## src/rtl/tlc_pkg.sv

```systemverilog
// Shared types and constants for the intersection lamp controllers.
// Lamp codes, approach indices and the demand-scheduler state encoding.
package tlc_pkg;

  localparam logic [2:0] LAMP_RED = 3'b100;
  localparam logic [2:0] LAMP_YEL = 3'b010;
  localparam logic [2:0] LAMP_GRN = 3'b001;

  localparam logic [1:0] N = 2'd0;
  localparam logic [1:0] E = 2'd1;
  localparam logic [1:0] S = 2'd2;
  localparam logic [1:0] W = 2'd3;

  typedef enum logic [1:0] {
    ALLRED = 2'd0,
    GREEN  = 2'd1,
    YELLOW = 2'd2
  } tlc_state_t;

  function automatic logic [3:0] onehot4(input logic [1:0] idx);
    return 4'b0001 << idx;
  endfunction

endpackage

```

## src/rtl/tlc_rr_pick.sv

```systemverilog
// Combinational 4-way round-robin picker: first set bit of pending searching
// cur+1, cur+2, cur+3, cur (mod 4). winner holds cur when nothing is pending.
module tlc_rr_pick (
  input  logic [3:0] pending,
  input  logic [1:0] cur,
  output logic [1:0] winner,
  output logic       any
);

  logic [1:0] idx;
  logic       found;

  assign any = |pending;

  always_comb begin
    winner = cur;
    found  = 1'b0;
    idx    = cur;
    for (int k = 1; k <= 4; k++) begin
      idx = cur + 2'(k);
      if (!found && pending[idx]) begin
        winner = idx;
        found  = 1'b1;
      end
    end
  end

endmodule

```

## src/rtl/tlc_demand_scheduler.sv

```systemverilog
// Demand-actuated four-approach lamp scheduler: latched requests served round-robin,
// green extended by detector presence between min and max, then yellow and all-red.
module tlc_demand_scheduler
  import tlc_pkg::*;
#(
  parameter int TG_MIN = 4,
  parameter int TG_MAX = 12,
  parameter int TY     = 3,
  parameter int TAR    = 1,
  parameter int CW     = 4
) (
  input  logic       clk,
  input  logic       rst,
  input  logic [3:0] req,
  output logic [2:0] north,
  output logic [2:0] east,
  output logic [2:0] south,
  output logic [2:0] west,
  output logic [1:0] grant,
  output logic       green_start
);

  localparam logic [CW-1:0] ONE_C    = CW'(1);
  localparam logic [CW-1:0] TG_MIN_C = CW'(TG_MIN);
  localparam logic [CW-1:0] TG_MAX_C = CW'(TG_MAX);
  localparam logic [CW-1:0] TY_C     = CW'(TY);
  localparam logic [CW-1:0] TAR_C    = CW'(TAR);

  tlc_state_t    state_q, state_d;
  logic [1:0]    cur_q, cur_d;
  logic [CW-1:0] count_q, count_d;
  logic [3:0]    pending_q, pending_d;

  logic [1:0] winner;
  logic       any_pend;
  logic [3:0] cur_oh;
  logic       other;
  logic       gap_out;
  logic       max_out;
  logic [3:0] req_mask;

  tlc_rr_pick u_pick (
    .pending (pending_q),
    .cur     (cur_q),
    .winner  (winner),
    .any     (any_pend)
  );

  assign cur_oh  = onehot4(cur_q);
  assign other   = |(pending_q & ~cur_oh);
  assign gap_out = (count_q >= TG_MIN_C) && !req[cur_q];
  assign max_out = (count_q >= TG_MAX_C);

  always_comb begin
    state_d   = state_q;
    cur_d     = cur_q;
    count_d   = count_q;
    // The served approach's own detector only extends green; it is not a new demand.
    req_mask  = (state_q == GREEN) ? ~cur_oh : 4'hF;
    pending_d = pending_q | (req & req_mask);

    unique case (state_q)
      ALLRED: begin
        if (count_q >= TAR_C && any_pend) begin
          state_d           = GREEN;
          cur_d             = winner;
          count_d           = ONE_C;
          pending_d[winner] = 1'b0;
        end else if (count_q < TAR_C) begin
          count_d = count_q + ONE_C;
        end
      end
      GREEN: begin
        if (other && (gap_out || max_out)) begin
          state_d = YELLOW;
          count_d = ONE_C;
        end else if (count_q < TG_MAX_C) begin
          count_d = count_q + ONE_C;
        end
      end
      YELLOW: begin
        if (count_q == TY_C) begin
          state_d = ALLRED;
          count_d = ONE_C;
        end else begin
          count_d = count_q + ONE_C;
        end
      end
      default: begin
        state_d = ALLRED;
        count_d = ONE_C;
      end
    endcase
  end

  always_ff @(posedge clk) begin
    if (rst) begin
      state_q   <= ALLRED;
      cur_q     <= 2'd0;
      count_q   <= ONE_C;
      pending_q <= 4'd0;
    end else begin
      state_q   <= state_d;
      cur_q     <= cur_d;
      count_q   <= count_d;
      pending_q <= pending_d;
    end
  end

  logic [2:0] lamp [4];

  always_comb begin
    for (int i = 0; i < 4; i++) lamp[i] = LAMP_RED;
    if (state_q == GREEN)       lamp[cur_q] = LAMP_GRN;
    else if (state_q == YELLOW) lamp[cur_q] = LAMP_YEL;
  end

  assign north       = lamp[N];
  assign east        = lamp[E];
  assign south       = lamp[S];
  assign west        = lamp[W];
  assign grant       = cur_q;
  assign green_start = (state_q == GREEN) && (count_q == ONE_C);

  logic [3:0] non_red;
  assign non_red = {west != LAMP_RED, south != LAMP_RED, east != LAMP_RED, north != LAMP_RED};

  a_one_lamp: assert property (@(posedge clk) disable iff (rst) $onehot0(non_red));
  a_yel_len:  assert property (@(posedge clk) disable iff (rst)
                               (state_q == YELLOW) |-> (count_q <= TY_C));

endmodule

```

## config.mk

```make
export PLATFORM = sky130hd
export DESIGN_NAME = tlc_demand_scheduler
export DESIGN_NICKNAME = d
export VERILOG_FILES = /design/src/rtl/tlc_pkg.sv /design/src/rtl/tlc_rr_pick.sv /design/src/rtl/tlc_demand_scheduler.sv
export SDC_FILE = /design/constraint.sdc
export NUM_CORES = 1
export LEC_CHECK = 0
export CAP_MARGIN = 10
export CELL_PAD_IN_SITES_DETAIL_PLACEMENT = 1
export CELL_PAD_IN_SITES_GLOBAL_PLACEMENT = 1
export CORE_UTILIZATION = 34
export DETAILED_ROUTE_END_ITERATION = 7
export PLACE_DENSITY = 0.83
export SKIP_CTS_REPAIR_TIMING = 1
export SYNTH_ARGS = -nofsm -noshare
export SYNTH_HDL_FRONTEND = slang
export SYNTH_SLANG_ARGS = --single-unit
```

## constraint.sdc

```tcl
create_clock -name clk -period 2.6 [get_ports clk]
set_input_delay 0.26 -clock clk [delete_from_list [all_inputs] [get_ports clk]]
set_output_delay 0.26 -clock clk [all_outputs]
set_load 0.02 [all_outputs]
```

; Word-level counts from Yosys, hierarchy flattened
; Index checks and enable logic that the tools add are counted.
[op_classes]
addsub = 4
order_cmp = 13
n_eq_ne = 9
shift = 1
muxes = 36
n_bitwise = 8
n_reduce_logical = 20
[op_table]
columns = operator, count
row1 = $mux 4, 8
row2 = $mux 12, 2
row3 = $lt 2x3->1 const B, 5
row4 = $mux 2, 7
row5 = $and 4x4->4, 3
row6 = $not 4->4, 3
row7 = $pmux 4 s3, 1
row8 = $bmux 1 s2, 5
row9 = $logic_and 1x1->1, 9
row10 = $mux 1, 9
row11 = $reduce_or 4->1, 2
row12 = $demux 3 s2, 1
row13 = $pmux 2 s3, 1
row14 = $add 2x2->2 const B, 2
row15 = $add 4x1->4 const B, 1
row16 = $eq 4x1->1 const B, 1
row17 = $eq 4x2->1 const B, 1
row18 = $ge 4x1->1 const B, 1
row19 = $ge 4x3->1 const B, 1
row20 = $ge 4x4->1 const B, 1
row21 = $logic_not 1->1, 4
row22 = $lt 4x1->1 const B, 1
row23 = $lt 4x4->1 const B, 1
row24 = $ne 2x2->1 const B, 2
row25 = 18 further kinds, 19
[word_totals]
ff_bits = 12
inputBits = 6
out_inout_bits = 15
word_cells = 95

; Longest topological paths before layout
[logic_depth]
word_depth = 21
depth_mapped = 11

; Modules after synthesis
; A second synthesis with hierarchy kept.
[hier_totals]
hier_cells = 129
hier_area_um2 = 996.0
[by_module_without_submodules]
columns = module, n_inst, cells_per_inst, area_each_um2, seq_area_each_um2
row1 = tlc_demand_scheduler, 1, 115, 923.4, 240.2
row2 = tlc_rr_pick, 1, 14, 72.6, 0.0

; Worst setup path before layout
; OpenSTA, ideal clock, no wires.
[synth_timing]
kind = reg2reg
from = register cur_q[0], in the netlist grant[0]
to = register pending_q[0]
setup_ps = 86
arrival_time_ps = 2568
path_slack_ps = -53
path_stages_with_launch = 10
n_path_buf = 2
synth_period_minus_slack_ps = 2653
path_cell_list = dfxtp_1 -> buf_6 -> buf_2 -> inv_1 -> ha_1 -> mux4_2 -> or3_1 -> o21ai_1 -> a21oi_1 -> a211oi_1
[synth_via]
elab_chain_cells = 21
word_cells_on_any_way = 38
cone_classes = 3 x add/sub / 2 x order compare / 1 x shift / 20 x mux / 5 x bitwise / 7 x reduce/logical
[synth_lines]
columns = element, line_no
row1 = "start, declared", tlc_demand_scheduler.sv:30  ; logic [1:0] cur_q, cur_d;
row2 = "start signal, assigned", tlc_demand_scheduler.sv:104  ; cur_q <= cur_d;
row3 = $add 2x1->2, tlc_rr_pick.sv:20  ; idx = cur + 2'(k);
row4 = $bmux 1 s2, tlc_rr_pick.sv:21  ; if (!found && pending[idx]) begin
row5 = $mux 1 (not written as such), tlc_rr_pick.sv:21
row6 = $mux 1, tlc_rr_pick.sv:21
row7 = $logic_not 1->1, tlc_rr_pick.sv:21
row8 = $logic_and 1x1->1, tlc_rr_pick.sv:21
row9 = $mux 1, tlc_rr_pick.sv:21
row10 = $logic_not 1->1, tlc_rr_pick.sv:21
row11 = (+5 left out), -
row12 = $lt 2x3->1 (not written as such) or $ge 2x1->1 (tied branches), tlc_demand_scheduler.sv:68  ; pending_d[winner] = 1'b0;
row13 = $logic_and 1x1->1 (not written as such), tlc_demand_scheduler.sv:68
row14 = $mux 1 (not written as such), tlc_demand_scheduler.sv:68
row15 = $demux 1 s2, tlc_demand_scheduler.sv:68
row16 = $not 4->4 (no source line), -
row17 = $and 4x4->4 (no source line), -
row18 = $mux 4, tlc_demand_scheduler.sv:64  ; if (count_q >= TAR_C && any_pend) begin
row19 = $mux 4 (*), tlc_demand_scheduler.sv:62  ; unique case (state_q)
row20 = "end signal, assigned", tlc_demand_scheduler.sv:106  ; pending_q <= pending_d;
row21 = "end, declared", tlc_demand_scheduler.sv:32  ; logic [3:0] pending_q, pending_d;
; Mark *: on every way between the ends. The rest lies on a longest branch, timed or not. The select of a mux whose other input is x is not followed.
; A chain may end at the register's enable or synchronous reset.

; Worst setup path after layout
; Same ends and word-level chain as after synthesis.

==> results.md <==
- Outcome: complete, no violations
- Delay-heaviest family, CP: compound AO/OA/AOI/OAI gates
- Initial antenna violation count: 0
- H-tree levels: 1
- CP bufs+invs: 2
- Yosys top cell by area: dfxtp_1
- Fin. max-slew vios: 0
- Routed wire length: 3.327 mm
- Post-Place Worst Slack: 0.2381 ns
- Max Fclk: 0.4205 GHz
- Core ar.: 3103 sq um
- Worst Setup Start Kind: flip-flop
- Crit path max fanout: 8
- Nets: 181
- Worst path cell trace: inv_1 > ha_1 > buf_4 > or3b_2 > o21ai_0 > a221oi_1 > o22ai_1 > a21oi_1 > a211oi_1
- Setup TNS: 0 ns
- Endpoints failing setup: 0
- Sequential share of the synthesized area: 21.17%
- Depth of the worst register-to-register path: 9
- Drt via density: 5.536
- Placed inst area: 1383 sq um
- Netlist cell types: 40
- Slew Limit Headroom: 61.46%
- Cell depth of the worst setup path: 9
- Synth top area share: 21.17%
- N_diodes: 0
- Most common cell after layout, fill and taps aside: clkdlybuf4s50_1
- CTS tree: done
- Final hold vios: 0
- Reg2reg setup slack: 0.22 ns
- Total CTS buffers: 3
- Predominant post-synthesis flop cell: dfxtp_1
- Die Y: 59.78 um
- Clk_lat worst skew: 0.28 ns
- CP max stage delay: 0.43 ns
- Clock Path Buffers: 2
- Required time worst endpoint: 2.78 ns
- Maximum vdd drop: 0.3830 mV
- Crit share post-route: 91.46%
- Synth top area cells: dfxtp_1 21%, ha_1 7.7%, a21oi_1 5.7%
- PortBufs: 20
- Initial drt markers: 30
- DRC: 0
- ANT nets after route: 0
- Synth Instances: 148
- PD cells: 1138 nW/um^2
- First-pass GRT wire length: 5.492 mm
- FF-to-FF Start: grant[0]
- Post-DP HPWL: 2.536 mm
- Syn. warnings: 0
- Final Cell Area: 1419 sq um
- First drt pass iteration count: 4
- RSZ-0062 raised after global routing: false
- Synthesis-to-layout area growth: 25.03%
- Die X: 59.78 um
- Net count of the mapped netlist: 161
- Fin crit period: 2.378 ns
- Syn Std Cell Area: 1135 sq um
- Cell Rows: 20
- Die area: 3573 sq um
- Seq cells post-synth: 12
- Slowest CP cell: or3b_2
- Setup Crit Path Kind: reg -> reg
- Start point of the critical path: grant[0]
- FFs w/ async S/R, synth: 0%
- Gp weighted congestion: 0.7691
- R2R Path End: pending_q[0]
- Clk slew on worst S/H paths: 0.08 ns
- Total gr overflow: 0
- Share of cells above drive strength 1: 10.78%
- Via count: 1168
- Vias in the first global route: 1162
- CTS sink count: 12
- Largest net degree at the start of global routing: 19
- Most frequent cells in the layout: 20 x clkdlybuf4s50_1, 16 x nor2_1, 14 x inv_1
- CTS Root Cell: clkbuf_4
- Initial core utilization: 36.57%
- Avg Inst Size Synth: 7.668 sq um
- Clock Skew: 0.009186 ns
- Critical Path End: pending_q[0]
- Drt wl/cell: 15.77 um
- Number of max-cap violations: 0
- GR Util All Layers: 20.95%
- Hold Crit Class: reg -> reg
- Fillcell total: 413
- Data arrival, critical path: 2.56 ns
- Io pins: 21
- Leakage: 0.0005587 uW
- Post-synth EDFFs: 0
- Slew at the pin closest to its max-slew limit: 0.5706 ns
- Endpoint class of the critical path: flip-flop
- Post-route setup slack: 0.2221 ns
-- stage by stage --
stage                     utilization (%)  hold WS, ns  instances  total power, uW
after global placement              44.56       0.4923        207             1394
final                               45.73       0.5172        211             1614
after CTS                           45.73       0.5232        211             1613
after floorplan                         -       0.3387        148             1125
after global routing                45.73       0.5589        211             1757
after detailed placement            44.56       0.5089        207             1454
-- tightest hold or removal path, delay by kind of cell, from the launching register on --
family	cells	cell delay (ns)
DFF	1	0.34
AOI/OAI and AO/OA	1	0.05
and+or+nand+nor	1	0.08
-- flip-flops by register name, indices dropped and copies added (netlist names) --
signal,cells
pending_q,4
count_q,4
state_q,2
grant,2
-- cell families after synthesis --
| logic type | count (synthesis) | share of synthesized area [%] |
|---|---|---|
| multiplexers | 8 | 12.13 |
| buffers and inverters | 24 | 8.710 |
| XOR/XNOR | 3 | 2.316 |
| flip-flops | 12 | 21.17 |
| AO/OA/AOI/OAI | 38 | 22.38 |
| adder cells (fa/ha/maj) | 8 | 8.710 |
| AND/OR/NAND/NOR | 55 | 24.59 |
-- synth_stat cells (all sizes together), types with 4 or more instances --
master	number
nor2b	8
nand2	11
a21oi	13
o21ai	7
dfxtp	12
nand3	4
mux2i	4
nor2	16
ha	7
clkbuf	8
mux4	4
inv	14
-- per-layer routing --
layer	up-vias	share of wire, %	global-route usage [%]
met4	0	2.4	9.967
li1	560	-	-
met1	571	43	24.93
met3	7	3.1	1.948
met2	30	51	37.46
met5	-	0	0
-- power by group --
group          switching (uW)  internal [uW]
clock                    67.9           85.3
combinational             583            499
sequential                133            246
total                     784            830
-- layout make-up --
class                           count  area (sq um)  share of cell area [%]
Multi-Input combinational cell    112         795.8                   56.08
Inverter                           14         52.55                   3.704
Tap cell                           44         55.05                   3.880
Timing Repair Buffer               25         237.7                   16.75
Sequential cell                    12         241.5                   17.02
Clock buffer                        4         36.28                   2.557
-- worst min-delay path by stage --
stage               start         end  slack (ns)  depth (start not counted)
6_report       count_q[1]  count_q[1]        0.52                          2
5_1_grt        count_q[1]  count_q[1]        0.56                          2
3_5_place_dp   count_q[1]  count_q[1]        0.51                          2
3_3_place_gp   count_q[1]  count_q[1]        0.49                          2
4_1_cts        count_q[1]  count_q[1]        0.52                          2
2_1_floorplan         rst  count_q[2]        0.34                          1
No activity file was read; power rests on OpenSTA's default activity.
